<file path="src/rtl/tug_match_controller.sv">
// Match sequencer for the tug-of-war game: countdown, play, round-over and match-over
// phases, player-pulse gating, light-field clear and both saturating score counters.
module tug_match_controller #(
  parameter int STEP_CYCLES = 4,
  parameter int COUNT_STEPS = 3,
  parameter int HOLD_CYCLES = 5,
  parameter int WIN_SCORE   = 7
) (
  input  logic       Clock,
  input  logic       Reset,
  input  logic       start,
  input  logic       left_press,
  input  logic       right_press,
  input  logic       victory_left,
  input  logic       victory_right,
  output logic       field_reset,
  output logic       play_en,
  output logic [1:0] countdown,
  output logic [2:0] score_left,
  output logic [2:0] score_right,
  output logic       round_done,
  output logic [1:0] match_winner,
  output logic [2:0] state
);

  localparam int STEP_W = (STEP_CYCLES > 1) ? $clog2(STEP_CYCLES) : 1;
  localparam int HOLD_W = (HOLD_CYCLES > 1) ? $clog2(HOLD_CYCLES) : 1;
  localparam logic [STEP_W-1:0] STEP_LAST   = STEP_W'(STEP_CYCLES - 1);
  localparam logic [HOLD_W-1:0] HOLD_LAST   = HOLD_W'(HOLD_CYCLES - 1);
  localparam logic [1:0]        FIRST_DIGIT = 2'(COUNT_STEPS);
  localparam logic [2:0]        WIN         = 3'(WIN_SCORE);

  typedef enum logic [2:0] {
    ST_IDLE       = 3'd0,
    ST_COUNTDOWN  = 3'd1,
    ST_PLAY       = 3'd2,
    ST_ROUND_OVER = 3'd3,
    ST_MATCH_OVER = 3'd4
  } state_t;

  state_t            state_r, state_s;
  logic [1:0]        digit_r, digit_s;
  logic [STEP_W-1:0] step_r, step_s;
  logic [HOLD_W-1:0] hold_r, hold_s;
  logic [2:0]        score_left_r, score_left_s;
  logic [2:0]        score_right_r, score_right_s;
  logic              round_done_r, round_done_s;
  logic [1:0]        winner_r, winner_s;

  function automatic logic [2:0] sat_inc(input logic [2:0] v);
    if (v == 3'd7) begin
      sat_inc = 3'd7;
    end else begin
      sat_inc = v + 3'd1;
    end
  endfunction

  // Next-state and next-register computation for the match sequencer.
  always_comb begin
    state_s       = state_r;
    digit_s       = digit_r;
    step_s        = step_r;
    hold_s        = hold_r;
    score_left_s  = score_left_r;
    score_right_s = score_right_r;
    round_done_s  = 1'b0;
    winner_s      = winner_r;
    case (state_r)
      ST_IDLE: begin
        if (start) begin
          state_s = ST_COUNTDOWN;
          digit_s = FIRST_DIGIT;
          step_s  = '0;
        end else begin
          digit_s = 2'd0;
        end
      end
      ST_COUNTDOWN: begin
        // False starts outrank the step timer.
        if (left_press && right_press) begin
          digit_s = FIRST_DIGIT;
          step_s  = '0;
        end else if (left_press || right_press) begin
          if (left_press) begin
            score_right_s = sat_inc(score_right_r);
          end else begin
            score_left_s = sat_inc(score_left_r);
          end
          state_s      = ST_ROUND_OVER;
          digit_s      = 2'd0;
          step_s       = '0;
          hold_s       = '0;
          round_done_s = 1'b1;
        end else if (step_r == STEP_LAST) begin
          step_s = '0;
          if (digit_r <= 2'd1) begin
            state_s = ST_PLAY;
            digit_s = 2'd0;
          end else begin
            digit_s = digit_r - 2'd1;
          end
        end else begin
          step_s = step_r + STEP_W'(1);
        end
      end
      ST_PLAY: begin
        if (victory_left || victory_right) begin
          if (victory_left && !victory_right) begin
            score_left_s = sat_inc(score_left_r);
          end else if (victory_right && !victory_left) begin
            score_right_s = sat_inc(score_right_r);
          end else begin
            score_left_s = score_left_r;
          end
          state_s      = ST_ROUND_OVER;
          hold_s       = '0;
          round_done_s = 1'b1;
        end else begin
          state_s = ST_PLAY;
        end
      end
      ST_ROUND_OVER: begin
        if (hold_r == HOLD_LAST) begin
          hold_s = '0;
          if (score_left_r == WIN) begin
            state_s  = ST_MATCH_OVER;
            winner_s = 2'b01;
          end else if (score_right_r == WIN) begin
            state_s  = ST_MATCH_OVER;
            winner_s = 2'b10;
          end else begin
            state_s = ST_COUNTDOWN;
            digit_s = FIRST_DIGIT;
            step_s  = '0;
          end
        end else begin
          hold_s = hold_r + HOLD_W'(1);
        end
      end
      ST_MATCH_OVER: begin
        if (start) begin
          state_s       = ST_COUNTDOWN;
          digit_s       = FIRST_DIGIT;
          step_s        = '0;
          score_left_s  = 3'd0;
          score_right_s = 3'd0;
          winner_s      = 2'b00;
        end else begin
          state_s = ST_MATCH_OVER;
        end
      end
      default: begin
        state_s = ST_IDLE;
        digit_s = 2'd0;
        step_s  = '0;
        hold_s  = '0;
      end
    endcase
  end

  // State and counter registers with synchronous reset.
  always_ff @(posedge Clock) begin
    if (Reset) begin
      state_r       <= ST_IDLE;
      digit_r       <= 2'd0;
      step_r        <= '0;
      hold_r        <= '0;
      score_left_r  <= 3'd0;
      score_right_r <= 3'd0;
      round_done_r  <= 1'b0;
      winner_r      <= 2'b00;
    end else begin
      state_r       <= state_s;
      digit_r       <= digit_s;
      step_r        <= step_s;
      hold_r        <= hold_s;
      score_left_r  <= score_left_s;
      score_right_r <= score_right_s;
      round_done_r  <= round_done_s;
      winner_r      <= winner_s;
    end
  end

  assign field_reset  = (state_r != ST_PLAY);
  assign play_en      = (state_r == ST_PLAY);
  assign countdown    = digit_r;
  assign score_left   = score_left_r;
  assign score_right  = score_right_r;
  assign round_done   = round_done_r;
  assign match_winner = winner_r;
  assign state        = state_r;

endmodule

</file>
<file path="config.mk">
export PLATFORM = sky130hd
export DESIGN_NAME = tug_match_controller
export DESIGN_NICKNAME = d
export VERILOG_FILES = /design/src/rtl/tug_match_controller.sv
export SDC_FILE = /design/constraint.sdc
export NUM_CORES = 1
export LEC_CHECK = 0
export CAP_MARGIN = 5
export CELL_PAD_IN_SITES_DETAIL_PLACEMENT = 2
export CELL_PAD_IN_SITES_GLOBAL_PLACEMENT = 2
export CORE_UTILIZATION = 29
export DETAILED_ROUTE_END_ITERATION = 12
export PLACE_DENSITY = 0.79
export REMOVE_ABC_BUFFERS = 1
export SLEW_MARGIN = 20
export SYNTH_ARGS = -nofsm -noshare
export SYNTH_HDL_FRONTEND = slang
export SYNTH_SLANG_ARGS = --single-unit
</file>
<file path="constraint.sdc">
create_clock -name Clock -period 1.76 [get_ports Clock]
set_input_delay 0.352 -clock Clock [delete_from_list [all_inputs] [get_ports Clock]]
set_output_delay 0.352 -clock Clock [all_outputs]
set_load 0.01 [all_outputs]
</file>
# Yosys cells after proc, flatten, opt, wreduce, memory -nomap -nowiden

Index checks and enable logic that the tools add are counted.

Flip-flop bits (word level): 19
Latch bits: 0
Bits in writable memories: 0
Memory bits (read-only): 0
Bits of input ports: 7
Output and inout bits: 16
Logic and storage cells: 119
Memories: 0

Add/sub/neg operators: 5
Multipliers: 0
Divide/modulo/power cells: 0
Order comparisons: 1
Eq/ne operators: 27
Shift-type cells: 0
Mux-type cells: 58
Bitwise gates (word level): 2
Reduce and logical (&&, ||, !) cells: 18

Operators with widths:

| kind                                                   | number |
|---|---|
| 2-to-1 mux 3 bit                                       | 27 |
| 2-to-1 mux 2 bit                                       | 19 |
| inequality test 2 bit (second input constant)          | 10 |
| case mux 3 bit (3 select lines)                        | 2 |
| case mux 3 bit (5 select lines)                        | 1 |
| equality test 3 bit (second input constant)            | 4 |
| case mux 3 bit (4 select lines)                        | 1 |
| case mux 2 bit (5 select lines)                        | 1 |
| AND reduction 5 bit                                    | 2 |
| adder 3 x 1 -> 3 bit (second input constant)           | 3 |
| inequality test 3 bit (second input constant)          | 3 |
| inequality test 2 x 1 -> 1 bit (second input constant) | 4 |
| case mux 2 bit (4 select lines)                        | 1 |
| AND reduction 4 bit                                    | 2 |
| AND reduction 8 bit                                    | 1 |
| AND reduction 7 bit                                    | 1 |
| equality test 3 x 2 -> 1 bit (second input constant)   | 2 |
| AND reduction 6 bit                                    | 1 |
| 2-to-1 mux 1 bit                                       | 4 |
| inequality test 4 bit (second input constant)          | 1 |
| case mux 2 bit (2 select lines)                        | 1 |
| equality test 3 x 1 -> 1 bit (second input constant)   | 1 |
| logical AND 1 bit                                      | 3 |
| logical NOT 3 bit                                      | 1 |
| other kinds (12)                                       | 15 |

# Depth between registers and ports, before layout

Gate-level depths: netlist of the first run.

Depth in word-level cells: 6
Mapped depth: 6
Depth with buffers taken out: 6

# Least setup slack after synthesis of the first run

No wires, ideal clock.

Path kind: flip-flop to flip-flop
Start point: reg state_r[2], in the netlist state[2]
End point: reg score_left_r[1], in the netlist score_left[1]
Setup time: 0.123 ns
Arrival time: 1.515 ns
Required time: 1.637 ns
Path slack: 0.121 ns
Cell stages (with the launch flop): 6
Path buffers: 1
Period minus slack after synthesis: 1.639 ns
Cell sequence: dfxtp_1 buf_4 nand2b_1 o221a_1 a211o_1 mux2_1

Word-level cells in the longest chain between the ends: 3
Elaborated cells on any way between the ends: 12
Classes of those cells: eq/ne (9); mux (1); reduce/logical (2)

RTL lines:

| item                                                                    | line | RTL |
|---|---|---|
| start, declared                                                         | 41   | `state_t state_r, state_s;` |
| start signal, assigned                                                  | 173  | `state_r <= state_s;` |
| equality test 3 x 2 -> 1 bit (tied with other cells)                    | 68   | `case (state_r)` |
| inequality test 2 x 1 -> 1 bit (no source line) (tied with other cells) | -    |  |
| AND reduction 7 bit (no source line)                                    | -    |  |
| end signal, assigned                                                    | 177  | `score_left_r <= score_left_s;` |
| end, declared                                                           | 45   | `logic [2:0] score_left_r, score_left_s;` |

Several ways; a longest one is shown, not always the timed one.
A chain may end at the register's enable or synchronous reset.

# Worst setup path after layout of the first run

Start point: reg state_r[1], in the netlist state[1]
End point: out state[1]

RTL lines:

| item          | line | RTL |
|---|---|---|
| end, declared | 23   | `output logic [2:0] state` |

No word-level cell between the ends.

==> results.yml, run 1 <==
yosys:
  ys.flop_type: "dfxtp_1"
  synthCells: 161
  avgSynthCellArea_um2: 7.74
  yosysSeqAreaShare_pct: 30.5
  async_flop_share_pct: 0
  synth_edf_count: 0
  yosys_warnings: 0
  synth_seq_cells: 19
  syn_area_mm2: 0.00125
  ys_types: 44
critical_path:
  critical_path_class: "flop to output port"
  path_max_fanout: 8
  r2r_end: "match_winner[1]"
  cp.arrival_ns: 1.38
  rr_worst_depth: 6
  r2r_setup_slack_ns: 0.06
  required_ns: 1.41
  rr_startpoint: "hold_r[0]"
  cp-startpoint: "state[1]"
  crit_path_start_kind: "flop"
  cp-end-kind: "output port"
routing:
  drt_pass1_iterations: 4
  drc: 0
  dr_total_vias: 1439
  wire_per_inst_um: 18.8
  drtIter0Drc: 38
  wl_mm: 5.03
  vias_per_cell: 5.37
  ant_nets: 0
min_path:
  hp-class: "flop to flop"
  hold_end: "step_r[1]"
  hp-start: "step_r[1]"
  hold_depth: 2
floorplanning:
  die-area_mm2: 0.00456
  ios: 23
  rows: 23
  initial_core_util_pct: 30.7
  die_h_um: 67.6
  core-area_mm2: 0.00406
  die_width_um: 67.6
cts:
  root_buffer: "clkbuf_8"
  htreeDepth: 1
  cts_max_path_buffers: 2
  clk_latency_ns: 0.27
  tritoncts: "yes"
  numCtsBuffers: 3
  clkSinkCount: 19
  clkTransAtPathRegs_ns: 0.08
status:
  status: "completed"
final_layout:
  fin_util_pct: 46.8
  finalNetCount: 233
  n_antenna_cell: 0
  syn2layout_area_growth_pct: 52.5
  drive_gt1_share_pct: 27.5
  instances_no_fill: 268
placement:
  dp_hpwl_mm: 3.63
  port_buffers: 22
  placed_cells: 259
  gp_congestion: 0.812
timing:
  fin_crit_ns: 1.73
  timing.hold.ws_ns: 0.495
  clock_skew_ns: 0.00747
  fmax_ghz: 0.578
  tightest_slew_ns: 0.406
  finalCritPeriodShare_pct: 98.3
  relSlewSlack_pct: 72.7
  finalHoldViolations: 0
  final_max_slew_viol_count: 0
  setup_viol: 0
global_routing:
  grt_first_pass_wirelength_mm: 7.46
  grt_max_degree: 12
  grt_usage_pct: 22.4
  antenna_found_initial: 0
  grt_pass1_vias: 1546
  grt.overflow.total: 0
power:
  power.density_mw_per_mm2: 810
  power_leakage_nw: 0.790
  ir_drop_mv: 0.406
job:
  maxCapViolations: 0
worst max-delay path by stage:
stage,endpoint,depth (start not counted)
2_1_floorplan,score_left[1],4
3_3_place_gp,score_left[1],7
3_5_place_dp,countdown[0],9
4_1_cts,countdown[0],9
5_1_grt,state[0],5
6_report,state[1],2
cell type report:
cell class                      count  area, µm²
Clock buffer                        3       41.3
Multi-Input combinational cell    125        858
Clock inverter                      1       5.00
Sequential cell                    19        393
Inverter                           10       37.5
Timing Repair Buffer               60        503
Fill cell                         469       2160
Tap cell                           50       62.6
Yosys cell counts (all sizes together) (5+ instances only):
library cell | number | share of area (%)
buf | 5 | 2.1
nand2 | 22 | 6.6
mux2i | 5 | 4.0
nor2 | 11 | 3.3
a21oi | 15 | 6.0
nand2b | 6 | 3.0
dfxtp | 19 | 31
o21ai | 10 | 4.0
nor3 | 8 | 3.2
inv | 10 | 3.0
ha | 7 | 7.0
cell families after synthesis:
kind of cell    count (synthesis)  share of synthesized area, %
buf+inv                        17                          5.72
compound gates                 48                          25.3
fa+ha+maj                       7                          7.03
mux                             6                          4.92
flops                          19                          30.5
simple gates                   64                          26.5
metrics by stage:
| stage | setup TNS, ns | power (mW) | setup WS, ns | area [µm²] |
|---|---|---|---|---|
| finish | 0 | 1.54 | 0.0294 | 1900 |
| global placement | -3.27 | 1.11 | -0.265 | 1740 |
| global route | -0.146 | 1.64 | -0.0493 | 1900 |
| floorplan | -0.271 | 0.819 | -0.190 | 1210 |
| detailed placement | -4.94 | 1.16 | -0.425 | 1740 |
| CTS | 0 | 1.50 | 0.00239 | 1810 |
worst max-delay path, stage by stage, from the launching register on:
cell and delay, ns:
dfxtp_4 0.41, buf_4 0.17, clkdlybuf4s50_1 0.54
per-layer routing:
metal	vias to the layer above	part of all wire [%]	track usage, %
met4	0	1.1	5.59
met5	-	0	0
met2	26	54	42.1
met1	713	43	26.1
li1	696	-	-
met3	4	2.3	3.04
state kept, by name (all words and copies together) (netlist names):
| signal | flops |
|---|---|
| countdown | 2 |
| state | 3 |
| score_right | 3 |
| round_done | 1 |
| score_left | 3 |
| match_winner | 2 |
| hold_r | 3 |
| step_r | 2 |
layout by cell type (no fill, tap or decap), types with 2 or more instances in the layout:
cell type	n
inv_1	10
nor3_1	7
nor2_2	2
nand2_1	22
ha_4	2
buf_4	38
nand3b_1	2
nand2b_1	6
ha_1	3
a21o_1	4
o21ai_0	10
clkdlybuf4s50_1	17
mux2i_1	5
dfxtp_1	15
dfxtp_4	3
o22ai_1	2
dlygate4sd2_1	4
nor2b_1	3
nand3_1	4
nor2_1	9
a211o_1	2
ha_2	2
a21oi_1	15
clkbuf_8	3
power breakdown:
part	switching (mW)	internal [mW]
combinational	0.314	0.344
clock	0.175	0.158
sequential	0.0689	0.480
timing repair:
item                       in CTS  in global routing
resized for setup              14                 12
hold endpoints to repair        0                  0
hold buffers                    0                  0
setup buffers                   1                  4
setup endpoints to repair      13                 11
pin swaps                       2                  2
No activity file was read; power rests on OpenSTA's default activity.
==> run 2: changes to the inputs <==
--- a/config.mk
+++ b/config.mk
@@ -12,7 +12,6 @@
 export DETAILED_ROUTE_END_ITERATION = 12
 export PLACE_DENSITY = 0.79
 export REMOVE_ABC_BUFFERS = 1
-export SLEW_MARGIN = 20
 export SYNTH_ARGS = -nofsm -noshare
 export SYNTH_HDL_FRONTEND = slang
 export SYNTH_SLANG_ARGS = --single-unit
==> results of run 2 <==
No change in the layout: final DEF, timing and power equal those of run 1.
==> run 3: changes to the inputs <==
--- a/config.mk
+++ b/config.mk
@@ -6,11 +6,9 @@
 export NUM_CORES = 1
 export LEC_CHECK = 0
 export CAP_MARGIN = 5
-export CELL_PAD_IN_SITES_DETAIL_PLACEMENT = 2
-export CELL_PAD_IN_SITES_GLOBAL_PLACEMENT = 2
-export CORE_UTILIZATION = 29
+export CORE_UTILIZATION = 30
 export DETAILED_ROUTE_END_ITERATION = 12
-export PLACE_DENSITY = 0.79
+export PLACE_DENSITY = 0.53
 export REMOVE_ABC_BUFFERS = 1
 export SYNTH_ARGS = -nofsm -noshare
 export SYNTH_HDL_FRONTEND = slang
==> constraint.sdc (replaced) <==
create_clock -name Clock -period 1.95 [get_ports Clock]
set_input_delay 0.39 -clock Clock [delete_from_list [all_inputs] [get_ports Clock]]
set_output_delay 0.39 -clock Clock [all_outputs]
set_load 0.01 [all_outputs]
==> run 3 against run 2 <==
Effect of this change: cell count is 6.0% lower; total power is 18% lower; register-to-register slack better by 0.08 ns; highest routed layer unchanged.
==> results.yml, run 3 (synthesis gave the netlist of run 1 again) <==
critical_path:
  cp_slowest_cell: "dfxtp_2"
  path_delay_family: "buffers and inverters"
  slowest_delay_ns: 0.52
  crit_chain: "nor2_1, inv_1, clkdlybuf4s50_1"
  critical_path_class: "flop to output port"
  required_ns: 1.56
  path_max_fanout: 16
  worst-path-buf-inv: 2
  cp.arrival_ns: 1.47
  cp-end-kind: "output port"
  crit_path_start_kind: "flop"
placement:
  place_ws_ns: -0.203
  placed_cells: 248
  dp_hpwl_mm: 2.54
  port_buffers: 22
  gp_congestion: 0.818
timing:
  finalWorstSetupSlack_ns: 0.0922
  final_max_slew_viol_count: 0
  clock_skew_ns: 0.00144
  rsz0062_at_grt: "false"
  fin_crit_ns: 1.86
  finalCritPeriodShare_pct: 95.3
  tightest_slew_ns: 0.410
  setup_viol: 0
  finalHoldViolations: 0
  relSlewSlack_pct: 72.3
  fmax_ghz: 0.538
cts:
  clkSinkCount: 19
  cts_max_path_buffers: 2
  tritoncts: "yes"
  clkTransAtPathRegs_ns: 0.07
  clk_latency_ns: 0.26
  numCtsBuffers: 3
  hold_buffers: 0
  htreeDepth: 1
  root_buffer: "clkbuf_8"
final_layout:
  seqCellArea_um2: 387
  fillers: 404
  syn2layout_area_growth_pct: 38.3
  n_antenna_cell: 0
  drive_gt1_share_pct: 16.3
  final_cell_mix: "22 x nand2_1, 22 x buf_4, 21 x clkdlybuf4s50_1, 16 x dfxtp_1, 15 x a21oi_1"
  finalNetCount: 217
  multi_input_area_um2: 803
  instances_no_fill: 252
global_routing:
  grt_max_degree: 17
  grt_usage_pct: 16.6
  grt.overflow.total: 0
  antenna_found_initial: 0
  grt_pass1_vias: 1267
  grt_first_pass_wirelength_mm: 5.57
routing:
  drtIter0Drc: 65
  vias_per_cell: 5.24
  ant_nets: 0
  wl_mm: 3.30
  dr_total_vias: 1320
  drt_pass1_iterations: 4
  drc: 0
  wire_per_inst_um: 13.1
power:
  power_leakage_nw: 0.709
  power_mw: 1.26
  ir_drop_mv: 0.371
  power.density_mw_per_mm2: 733
floorplanning:
  die-area_mm2: 0.00442
  initial_core_util_pct: 31.2
  die_h_um: 66.5
  ios: 23
  die_width_um: 66.5
  core-area_mm2: 0.00400
  rows: 23
min_path:
  hp-class: "flop to flop"
job:
  maxCapViolations: 0
status:
  status: "completed"
-- run 3: worst register-to-register path: stages, from the launching register on --
cell       delay, ns
dfxtp_1         0.35
ha_1            0.26
a22o_1          0.28
a2111oi_2       0.40
nor2_1          0.07
a311oi_1        0.33
-- run 3: stage by stage --
step	setup TNS [ns]	utilization [%]	hold slack (ns)	area, µm²
floorplan	0	-	0.447	1210
global placement	-0.994	41.5	0.462	1660
detailed placement	-1.55	41.5	0.475	1660
CTS	0	42.7	0.487	1710
global route	0	43.1	0.516	1720
finish	0	43.1	0.479	1720
-- run 3: area by class of cell --
| cell class | instances | share of cell area [%] |
|---|---|---|
| multi-input cells | 125 | 46.6 |
| clock buffers | 4 | 2.61 |
| repair buffers | 44 | 22.5 |
| inverters | 10 | 2.18 |
| well taps | 50 | 3.63 |
| flip-flops and latches | 19 | 22.4 |
-- run 3: final timing paths --
path,depth (start not counted),slack (ns),to,from
min,2,0.48,match_winner[1],match_winner[1]
max reg2reg,5,0.14,state[0],score_left[0]
min reg2reg,2,0.48,match_winner[1],match_winner[1]
max,3,0.09,field_reset,state[0]
-- run 3: report_power, final --
group / total (mW) / internal [mW] / switching (mW)
clock network: 0.286 / 0.146 / 0.140
registers: 0.488 / 0.430 / 0.0577
logic: 0.490 / 0.262 / 0.228
total: 1.26 / 0.837 / 0.426
-- run 3: layer usage --
| metal | vias up | share of wire, % | track usage, % | wire length [µm] |
|---|---|---|---|---|
| met5 | - | 0 | 0 | 0 |
| met4 | 0 | 2.3 | 7.18 | 76 |
| met3 | 7 | 3.4 | 2.57 | 113 |
| met2 | 30 | 47 | 28.3 | 1560 |
| met1 | 620 | 47 | 20.5 | 1550 |
| li1 | 663 | - | - | - |
-- run 3: what timing repair did --
action	4_1_cts	5_1_grt
resized for setup	2	6
setup buffers	0	0
setup endpoints to repair	3	4
